`config.mk`:
```
export PLATFORM = sky130hd
export DESIGN_NAME = vram_arbiter
export DESIGN_NICKNAME = d
export VERILOG_FILES = /design/src/rtl/vram_arbiter.sv
export SDC_FILE = /design/constraint.sdc
export NUM_CORES = 1
export LEC_CHECK = 0
export CAP_MARGIN = 30
export CORE_UTILIZATION = 41
export CTS_CLUSTER_SIZE = 10
export DETAILED_ROUTE_END_ITERATION = 10
export PLACE_DENSITY = 0.8
export RECOVER_POWER = 50
export SETUP_SLACK_MARGIN = 0.4
export SLEW_MARGIN = 10
export SYNTH_ARGS = -nofsm -noshare
export SYNTH_HDL_FRONTEND = slang
export SYNTH_SLANG_ARGS = --single-unit
```
`constraint.sdc`:
```
create_clock -name clk_w -period 3.2 [get_ports clk_w]
set_clock_uncertainty 0.15 [all_clocks]
set_input_delay 0.32 -clock clk_w [delete_from_list [all_inputs] [get_ports clk_w]]
set_output_delay 0.32 -clock clk_w [all_outputs]
set_load 0.01 [all_outputs]
```
`src/rtl/vram_arbiter.sv`:
```
`default_nettype none
// ============================================================================
// Module   : vram_arbiter
// Brief    : Schedules VDP, aux (macro VRAM_ARB_AUX_EN) and refresh accesses
//            onto the shared SDRAM controller port and tracks refresh debt.
// Revision : 1.0
// ============================================================================
module vram_arbiter #(
    parameter int REFRESH_INTERVAL = 200,
    parameter int MAX_DEBT         = 4,
    parameter int BUSY_TO          = 15
) (
    input  logic        clk_w,
    input  logic        reset_n_w,
    input  logic        slot_vdp,
    input  logic        slot_idle,
    input  logic        vdp_we_n,
    input  logic [16:0] vdp_adr,
    input  logic [7:0]  vdp_dbo,
    output logic [15:0] vdp_dbi,
    input  logic        aux_req,
    input  logic        aux_we,
    input  logic [16:0] aux_adr,
    input  logic [7:0]  aux_dbo,
    output logic        aux_ack,
    output logic [7:0]  aux_dbi,
    output logic        mc_read,
    output logic        mc_write,
    output logic        mc_refresh,
    output logic [20:0] mc_addr,
    output logic [15:0] mc_din,
    output logic [1:0]  mc_wdm,
    input  logic [15:0] mc_dout,
    input  logic        mc_busy,
    output logic        timeout_err
);
    localparam int c_INTV_W = (REFRESH_INTERVAL > 1) ? $clog2(REFRESH_INTERVAL) : 1;
    localparam int c_DEBT_W = $clog2(MAX_DEBT + 1);
    localparam int c_TO_W   = $clog2(BUSY_TO + 1);

    typedef enum logic [2:0] {
        S_IDLE    = 3'd0,
        S_ISSUE   = 3'd1,
        S_WAIT_HI = 3'd2,
        S_WAIT_LO = 3'd3,
        S_DONE    = 3'd4
    } state_t;

    typedef enum logic [1:0] {
        OWN_VDP = 2'd0,
        OWN_AUX = 2'd1,
        OWN_REF = 2'd2
    } owner_t;

    state_t              r_state, w_state_nxt;
    owner_t              r_owner, w_owner_nxt;
    logic                w_grant, w_timeout, w_done, w_wrap, w_dec;
    logic                r_busy_m, r_busy_s;
    logic                r_vdp_used, r_idle_used;
    logic                r_we;
    logic [15:0]         r_adr_lo;
    logic [7:0]          r_data;
    logic [1:0]          r_wdm;
    logic [15:0]         r_vdp_dbi;
    logic                r_timeout_err;
    logic [c_INTV_W-1:0] r_intv;
    logic [c_DEBT_W-1:0] r_debt;
    logic [c_TO_W-1:0]   r_to_cnt;
    logic                w_aux_req, w_aux_we;
    logic [16:0]         w_aux_adr;
    logic [7:0]          w_aux_dbo;

`ifdef VRAM_ARB_AUX_EN
    logic       r_aux_ack;
    logic [7:0] r_aux_dbi;

    // A request still high during its own ack cycle must not be granted again.
    assign w_aux_req = aux_req & ~r_aux_ack;
    assign w_aux_we  = aux_we;
    assign w_aux_adr = aux_adr;
    assign w_aux_dbo = aux_dbo;

    always_ff @(posedge clk_w or negedge reset_n_w) begin
        if (!reset_n_w) begin
            r_aux_ack <= 1'b0;
            r_aux_dbi <= 8'h00;
        end else begin
            r_aux_ack <= w_done && (r_owner == OWN_AUX);
            if (w_done && (r_owner == OWN_AUX) && !r_we)
                r_aux_dbi <= r_wdm[0] ? mc_dout[15:8] : mc_dout[7:0];
        end
    end

    assign aux_ack = r_aux_ack;
    assign aux_dbi = r_aux_dbi;
`else
    logic w_unused_aux;
    assign w_unused_aux = ^{aux_req, aux_we, aux_adr, aux_dbo};
    assign w_aux_req    = 1'b0;
    assign w_aux_we     = 1'b0;
    assign w_aux_adr    = 17'h0;
    assign w_aux_dbo    = 8'h00;
    assign aux_ack      = 1'b0;
    assign aux_dbi      = 8'h00;
`endif

    always_ff @(posedge clk_w or negedge reset_n_w) begin
        if (!reset_n_w) begin
            r_busy_m <= 1'b0;
            r_busy_s <= 1'b0;
            r_state  <= S_IDLE;
            r_owner  <= OWN_VDP;
        end else begin
            r_busy_m <= mc_busy;
            r_busy_s <= r_busy_m;
            r_state  <= w_state_nxt;
            r_owner  <= w_owner_nxt;
        end
    end

    always_comb begin
        w_state_nxt = r_state;
        w_owner_nxt = r_owner;
        w_grant     = 1'b0;
        w_timeout   = 1'b0;
        w_done      = 1'b0;
        mc_read     = 1'b0;
        mc_write    = 1'b0;
        mc_refresh  = 1'b0;
        case (r_state)
            S_IDLE: begin
                if (!r_busy_s) begin
                    if (slot_vdp && !r_vdp_used) begin
                        w_grant     = 1'b1;
                        w_owner_nxt = OWN_VDP;
                    end else if (slot_idle && !r_idle_used) begin
                        if (r_debt == c_DEBT_W'(MAX_DEBT)) begin
                            w_grant     = 1'b1;
                            w_owner_nxt = OWN_REF;
                        end else if (w_aux_req) begin
                            w_grant     = 1'b1;
                            w_owner_nxt = OWN_AUX;
                        end else if (r_debt != '0) begin
                            w_grant     = 1'b1;
                            w_owner_nxt = OWN_REF;
                        end
                    end
                end
                if (w_grant)
                    w_state_nxt = S_ISSUE;
            end
            S_ISSUE: begin
                mc_refresh  = (r_owner == OWN_REF);
                mc_read     = (r_owner != OWN_REF) && !r_we;
                mc_write    = (r_owner != OWN_REF) && r_we;
                w_state_nxt = S_WAIT_HI;
            end
            S_WAIT_HI: begin
                if (r_busy_s) begin
                    w_state_nxt = S_WAIT_LO;
                end else if (r_to_cnt == c_TO_W'(BUSY_TO - 1)) begin
                    w_timeout   = 1'b1;
                    w_state_nxt = S_DONE;
                end
            end
            S_WAIT_LO: begin
                if (!r_busy_s)
                    w_state_nxt = S_DONE;
            end
            S_DONE: begin
                w_done      = 1'b1;
                w_state_nxt = S_IDLE;
            end
            default: w_state_nxt = S_IDLE;
        endcase
    end

    always_ff @(posedge clk_w or negedge reset_n_w) begin
        if (!reset_n_w) begin
            r_we          <= 1'b0;
            r_adr_lo      <= 16'h0000;
            r_data        <= 8'h00;
            r_wdm         <= 2'b00;
            r_vdp_dbi     <= 16'h0000;
            r_timeout_err <= 1'b0;
            r_to_cnt      <= '0;
            r_vdp_used    <= 1'b0;
            r_idle_used   <= 1'b0;
        end else begin
            if (w_grant) begin
                case (w_owner_nxt)
                    OWN_VDP: begin
                        r_we     <= ~vdp_we_n;
                        r_adr_lo <= vdp_adr[15:0];
                        r_data   <= vdp_dbo;
                        r_wdm    <= {~vdp_adr[16], vdp_adr[16]};
                    end
                    OWN_AUX: begin
                        r_we     <= w_aux_we;
                        r_adr_lo <= w_aux_adr[15:0];
                        r_data   <= w_aux_dbo;
                        r_wdm    <= {~w_aux_adr[16], w_aux_adr[16]};
                    end
                    default: r_we <= 1'b0;
                endcase
            end
            if (w_done && (r_owner == OWN_VDP) && !r_we)
                r_vdp_dbi <= mc_dout;
            r_timeout_err <= r_timeout_err | w_timeout;
            r_to_cnt      <= (r_state == S_WAIT_HI) ? r_to_cnt + 1'b1 : '0;
            // A slot is consumed by its first grant and re-armed once the phase ends.
            if (!slot_vdp)
                r_vdp_used <= 1'b0;
            else if (w_grant && (w_owner_nxt == OWN_VDP))
                r_vdp_used <= 1'b1;
            if (!slot_idle)
                r_idle_used <= 1'b0;
            else if (w_grant && (w_owner_nxt != OWN_VDP))
                r_idle_used <= 1'b1;
        end
    end

    assign w_wrap = (r_intv == c_INTV_W'(REFRESH_INTERVAL - 1));
    assign w_dec  = w_done && (r_owner == OWN_REF);

    always_ff @(posedge clk_w or negedge reset_n_w) begin
        if (!reset_n_w) begin
            r_intv <= '0;
            r_debt <= '0;
        end else begin
            r_intv <= w_wrap ? '0 : r_intv + 1'b1;
            if (w_wrap && !w_dec && (r_debt != c_DEBT_W'(MAX_DEBT)))
                r_debt <= r_debt + 1'b1;
            else if (w_dec && !w_wrap && (r_debt != '0))
                r_debt <= r_debt - 1'b1;
        end
    end

    assign mc_addr     = {5'b00000, r_adr_lo};
    assign mc_din      = {r_data, r_data};
    assign mc_wdm      = r_wdm;
    assign vdp_dbi     = r_vdp_dbi;
    assign timeout_err = r_timeout_err;

endmodule
`default_nettype wire

```
==> results of run 1 <==
-- per-layer routing --
layer / wire length, um / up-vias / track usage [%]
li1: - / 973 / -
met1: 2418 / 994 / 18.77
met2: 2753 / 76 / 25.57
met3: 411 / 13 / 4.360
met4: 125 / 0 / 8.942
met5: 0 / - / 0
-- state kept, by name, summed over array words and instances (netlist names) --
| signal | count |
|---|---|
| r_idle_used | 1 |
| r_busy_s | 1 |
| r_to_cnt | 4 |
| mc_wdm | 2 |
| timeout_err | 1 |
| vdp_dbi | 16 |
| r_state | 3 |
| r_busy_m | 1 |
| r_debt | 3 |
| r_we | 1 |
| r_vdp_used | 1 |
| r_owner | 2 |
| r_adr_lo | 16 |
| r_intv | 8 |
| r_data | 8 |
-- synthesized netlist by cell type (2+ instances only) --
| library cell | n | area share (%) |
|---|---|---|
| nand3_1 | 9 | 1.5 |
| buf_2 | 5 | 0.84 |
| dfrtp_1 | 68 | 57 |
| nor2b_1 | 4 | 0.84 |
| nor4_1 | 2 | 0.42 |
| a211oi_1 | 2 | 0.50 |
| and2_1 | 2 | 0.42 |
| nor3_1 | 4 | 0.67 |
| xnor2_1 | 4 | 1.2 |
| nand2_1 | 11 | 1.4 |
| ha_1 | 3 | 1.3 |
| o21ai_0 | 4 | 0.67 |
| mux2_2 | 41 | 15 |
| a21oi_1 | 3 | 0.50 |
| nor2_1 | 15 | 1.9 |
| inv_1 | 4 | 0.50 |
| xor2_1 | 4 | 1.2 |
| o31ai_1 | 3 | 0.75 |
| buf_4 | 24 | 6.0 |
-- worst max-delay path by stage --
| stage | from | endpoint | slack [ns] |
|---|---|---|---|
| final | r_intv[0] | r_debt[2] | 0.68 |
| after CTS | r_intv[0] | r_debt[2] | 0.71 |
| after global routing | reset_n_w | r_intv[7] | 0.31 |
| after global placement | r_intv[0] | r_debt[2] | 0.82 |
| after floorplan | r_intv[0] | r_debt[2] | 0.95 |
| after detailed placement | r_intv[0] | r_debt[2] | 0.72 |
-- worst register-to-register path, stage by stage (launching register included) --
cell      delay (ns)
dfrtp_1         0.39
ha_1            0.24
nand3b_1        0.18
nor4_1          0.37
nand3_1         0.14
fa_1            0.45
nor4_1          0.29
a311oi_1        0.09
a21oi_1         0.14
-- metrics by stage --
stage / power [mW] / util, %
after global routing: 3.495 / 60.11
after detailed placement: 2.686 / 57.50
final: 3.301 / 60.11
after global placement: 2.644 / 57.50
after CTS: 3.363 / 60.31
after floorplan: 1.961 / -
-- where the power goes --
part           internal (mW)  total, mW  switching [mW]  leakage (nW)
combinational          0.828       1.30           0.468         0.828
clock                  0.356      0.671           0.315        0.0931
sequential              1.16       1.33           0.172         0.835
total                   2.35       3.30           0.955          1.76
-- cells by family after synthesis --
logic type	share of synthesized area [%]
fa+ha+maj	1.923
xor+xnor	2.885
buf+inv	7.483
other cells	0.1253
mux	15.43
compound gates	5.059
simple gates	10.24
flops	56.86
-- area by class of cell --
type	count	share of cell area, %
sequential	68	40.99
multi-input combinational	145	26.58
timing repair buffer	104	24.74
clock buffer	11	3.165
tap	96	2.893
clock inverter	5	1.266
inverter	4	0.3617
==> impl_metrics.py, run 1 <==
metrics = {
    "die": {
        "die_area_um2": 7646,
        "rows": 30,
        "die_h_um": 87.44,
        "die_w_um": 87.44,
        "core_um2": 6907,
        "start_util_pct": 43.33,
        "ios": 142,
    },
    "yosys": {
        "synth-edff-count": 0,
        "synth_cells": 234,
        "avgSynthCellArea_um2": 12.79,
        "synthFlopType": "dfrtp_1",
        "synth.distinct_cells": 41,
        "synth_area_um2": 2993,
        "synth-seq-cells": 68,
        "ys.warnings.count": 0,
        "ys_seq_area_share_pct": 56.86,
        "async_flop_share_pct": 100.0,
    },
    "outcome": {
        "status": "complete, but fails checks",
        "violations": "max-capacitance violations, max-slew violations",
    },
    "placement": {
        "pre_cts_slack_ns": 0.7176,
        "dp_cells": 416,
        "hpwlAfterDp_um": 4310,
        "gp_congestion": 0.8234,
        "dpl-instance-area_um2": 3971,
        "port_buffers": 100,
    },
    "setup_path": {
        "crit_top_cell": "nor4_1",
        "cp_top_family": "simple AND/OR/NAND/NOR gates",
        "worst_path_largest_cell_delay_ns": 0.45,
        "path_cells": "ha_1, nand3b_1, nor4_1, nand3_1, fa_1, nor4_1, a311oi_1, a21oi_1",
        "reg2reg_depth": 8,
        "crit_fanout": 4,
        "critical_path_class": "reg2reg",
        "r2r_start": "r_intv[0]",
        "cp.arrival_ns": 2.64,
        "timing.rr.end": "r_debt[2]",
        "reg2reg_slack_ns": 0.68,
        "cp.required_ns": 3.32,
        "endpoint_kind": "flip-flop",
        "crit_slowest_cell": "fa_1",
        "crit_buf_inv": 0,
        "cp.depth": 8,
        "start_kind": "flip-flop",
    },
    "drt": {
        "drtIter0Drc": 79,
        "wl_per_cell_um": 13.18,
        "antenna_left": 0,
        "firstDrtPassIters": 4,
        "routed_wl_um": 5709,
        "vias": 2056,
        "via_per_inst": 4.748,
        "drc": 0,
    },
    "cells_and_area": {
        "final_common_cell": "clkdlybuf4s50_1",
        "fin_cells": 433,
        "area.sequential_um2": 1702,
        "stdcell_area_um2": 4151,
        "drive_gt1_share_pct": 18.40,
        "insertedDiodeCount": 0,
        "final_nets": 410,
        "mostFrequentLayoutCells": "clkdlybuf4s50_1, dfrtp_1, mux2_2",
        "syn_to_final_growth_pct": 38.71,
        "fillerInstances": 583,
        "multi_input_area_um2": 1104,
    },
    "timing": {
        "fmax_ghz": 0.3968,
        "holdWs_ns": 0.2007,
        "hold_viol": 0,
        "setup_viol": 0,
        "max_slew_margin_pct": -35.73,
        "rsz0062_at_grt": "false",
        "max_slew.worst_pin.slew_ns": 2.036,
        "fin_ws_ns": 0.6796,
        "timing.setup.tns_ns": 0,
        "period_share_pct": 78.76,
        "slew_viol_final": 40,
        "period_needed_ns": 2.520,
    },
    "clock_tree": {
        "hold_buffers": 1,
        "cts_sinks": 68,
        "cts_tree": "built",
        "cts.clk_slew.worst_paths_ns": 0.08,
        "cts.path.max_buffers": 2,
        "cts_htree_levels": 3,
        "ctsRootBufferMaster": "clkbuf_8",
        "postCtsSetupBuffers": 0,
        "clock_latency_ns": 0.35,
        "numCtsBuffers": 9,
        "cts_resized": 0,
    },
    "worst_hold_path": {
        "hold_class": "reg2reg",
        "worstHoldEndpoint": "r_busy_s",
        "hold_path_depth": 0,
        "hold_start": "r_busy_m",
    },
    "global_route": {
        "grt_use_total_pct": 15.73,
        "grt_first_pass_wirelength_um": 9025,
        "grt_antenna_before_repair": 0,
        "gr-total-overflow": 0,
        "grt_max_degree": 40,
        "grt_pass1_vias": 1958,
    },
    "power_and_ir_drop": {
        "ir_drop_mv": 0.2537,
        "powerDensity_nw_per_um2": 795.2,
        "power.leakage_nw": 1.756,
    },
    "run": {
        "maxCapViolations": 1,
    },
}
(Power assumes the default switching activity.)
==> inputs of run 2 (changes only) <==
--- a/config.mk
+++ b/config.mk
@@ -6,10 +6,10 @@
 export NUM_CORES = 1
 export LEC_CHECK = 0
 export CAP_MARGIN = 30
-export CORE_UTILIZATION = 41
+export CORE_UTILIZATION = 37
 export CTS_CLUSTER_SIZE = 10
 export DETAILED_ROUTE_END_ITERATION = 10
-export PLACE_DENSITY = 0.8
+export PLACE_DENSITY = 0.77
 export RECOVER_POWER = 50
 export SETUP_SLACK_MARGIN = 0.4
 export SLEW_MARGIN = 10
==> constraint.sdc (replaced) <==
create_clock -name clk_w -period 2 [get_ports clk_w]
set_clock_uncertainty 0.15 [all_clocks]
set_input_delay 0.2 -clock clk_w [delete_from_list [all_inputs] [get_ports clk_w]]
set_output_delay 0.2 -clock clk_w [all_outputs]
set_load 0.01 [all_outputs]
==> impl_metrics.py, run 2 (synthesized netlist as in run 1, its figures left out) <==
metrics = {
    "cells_and_area": {
        "syn_to_final_growth_pct": 59.45,
        "drive_gt1_share_pct": 32.33,
        "fin_cells": 467,
        "final_common_cell": "dfrtp_1",
        "final_nets": 441,
        "fillerInstances": 601,
        "mostFrequentLayoutCells": "dfrtp_1, clkdlybuf4s50_1, mux2_4",
        "insertedDiodeCount": 0,
    },
    "power_and_ir_drop": {
        "internal_power_mw": 4.004,
        "power.leakage_nw": 2.241,
        "seqPwrFrac_pct": 38.0,
        "powerDensity_nw_per_um2": 1190,
        "ir_drop_mv": 0.4507,
        "sw_frac_of_total_pct": 29.50,
        "p_switching_mw": 1.676,
        "power.share.clock_pct": 18.8,
        "total_power_mw": 5.680,
        "combPwrFrac_pct": 43.2,
    },
    "timing": {
        "rsz0062_at_grt": "true",
        "max_slew.worst_pin.slew_ns": 0.7370,
        "setup_viol": 2,
        "max_slew_margin_pct": 50.87,
        "period_needed_ns": 2.045,
        "period_share_pct": 102.3,
        "hold_viol": 0,
        "slew_viol_final": 0,
        "fmax_ghz": 0.4889,
        "fin_ws_ns": -0.04545,
    },
    "global_route": {
        "grt_first_pass_wirelength_um": 10020,
        "grt_pass1_vias": 2184,
        "grt_use_total_pct": 15.21,
        "grt_antenna_before_repair": 0,
        "grt_max_degree": 31,
        "gr-total-overflow": 0,
    },
    "worst_hold_path": {
        "hold_start": "r_busy_m",
        "hold_class": "reg2reg",
        "worstHoldEndpoint": "r_busy_s",
        "hold_path_depth": 0,
    },
    "placement": {
        "pre_cts_slack_ns": -0.05220,
        "dp_cells": 435,
        "hpwlAfterDp_um": 4405,
        "gp_congestion": 0.7776,
        "port_buffers": 100,
    },
    "drt": {
        "routed_wl_um": 7175,
        "drc": 0,
        "firstDrtPassIters": 4,
        "antenna_left": 0,
        "drtIter0Drc": 69,
        "via_per_inst": 4.850,
        "wl_per_cell_um": 15.36,
        "vias": 2265,
    },
    "setup_path": {
        "crit_fanout": 5,
        "timing.rr.end": "r_debt[2]",
        "critical_path_class": "reg2reg",
        "reg2reg_slack_ns": -0.05,
        "start_kind": "flip-flop",
        "cp.arrival_ns": 2.11,
        "r2r_start": "r_intv[6]",
        "reg2reg_depth": 6,
        "endpoint_kind": "flip-flop",
        "cp.required_ns": 2.06,
    },
    "outcome": {
        "violations": "negative setup slack",
        "status": "complete, but fails checks",
    },
    "clock_tree": {
        "clock_latency_ns": 0.33,
        "cts_htree_levels": 3,
        "ctsRootBufferMaster": "clkbuf_8",
        "numCtsBuffers": 9,
        "cts_sinks": 68,
        "cts.clk_slew.worst_paths_ns": 0.07,
        "cts_tree": "built",
        "cts.path.max_buffers": 2,
    },
    "die": {
        "core_um2": 7767,
        "die_area_um2": 8452,
        "ios": 142,
        "die_h_um": 91.94,
        "start_util_pct": 38.53,
        "die_w_um": 91.94,
        "rows": 32,
    },
    "run": {
        "maxCapViolations": 0,
    },
}
## run 2: cell count changes in the layout (fill, tap and decap cells not counted), sizes merged, moves of 5 or more
| cell | change |
|---|---|
| buf | +27 |
| clkbuf | +6 |
| clkdlybuf4s25 | +20 |
| clkdlybuf4s50 | -27 |
| dlygate4sd2 | +5 |
| dlygate4sd3 | -8 |
| dlymetal6s2s | +7 |
## run 2: worst max path at each step
| stage | startpoint | end |
|---|---|---|
| final | r_intv[6] | r_debt[2] |
| after floorplan | r_intv[0] | r_debt[1] |
| after CTS | r_intv[1] | r_debt[2] |
| after global routing | r_intv[1] | r_debt[2] |
| after global placement | r_intv[1] | r_debt[1] |
| after detailed placement | r_intv[1] | r_debt[2] |
## run 2: routing by layer
metal,wire length [um],share of wire [%],GRT usage (%),up-vias
met5,0,0,0,-
met4,114,1.6,3.906,0
met3,507,7.1,5.224,12
met2,3497,49,25.87,93
met1,3056,43,18.41,1132
li1,-,-,-,1028
## run 2: what timing repair did
action / CTS / global route
pin swaps: 9 / 8
hold buffers: 1 / 0
cloned: 0 / 4
endpoints found under the setup margin: 38 / 82
setup buffers: 7 / 7
endpoints found under the hold margin: 68 / 0
resized for setup: 34 / 81
## run 2: metrics by stage
stage	setup TNS, ns	hold WS [ns]	util [%]	area [um2]
4_1_cts	-0.03082	0.1505	57.01	4428
3_5_place_dp	-0.05901	-0.02143	53.33	4143
3_3_place_gp	0	-0.02333	53.33	4143
6_report	-0.05494	0.2081	61.44	4772
2_1_floorplan	0	-0.2456	-	3089
5_1_grt	-0.1762	0.2222	61.44	4772
## run 2: area by class of cell
type,count,area (um2),share of cell area [%]
timing repair buffer,135,1369,28.68
multi-input combinational,145,1379,28.89
tap,102,127.6,2.674
clock buffer,10,137.6,2.884
clock inverter,3,40.04,0.8390
inverter,4,15.01,0.3146
sequential,68,1704,35.71
## run 2: worst max-delay path, cell delays in order (launching register included)
cell and delay (ns):
dfrtp_1 0.45, nand2_1 0.13, nor4_4 0.28, nand3_1 0.14, fa_2 0.40, o31ai_2 0.28
a21oi_1 0.10
## run 2: power groups by stage
| stage | logic [mW] | registers [mW] | clock network [mW] |
|---|---|---|---|
| floorplan | 0.805 | 2.36 | 0 |
| global placement | 2.17 | 2.12 | 0 |
| detailed placement | 2.21 | 2.15 | 0 |
| CTS | 2.21 | 2.12 | 1.09 |
| global route | 2.61 | 2.21 | 1.17 |
| finish | 2.45 | 2.16 | 1.07 |
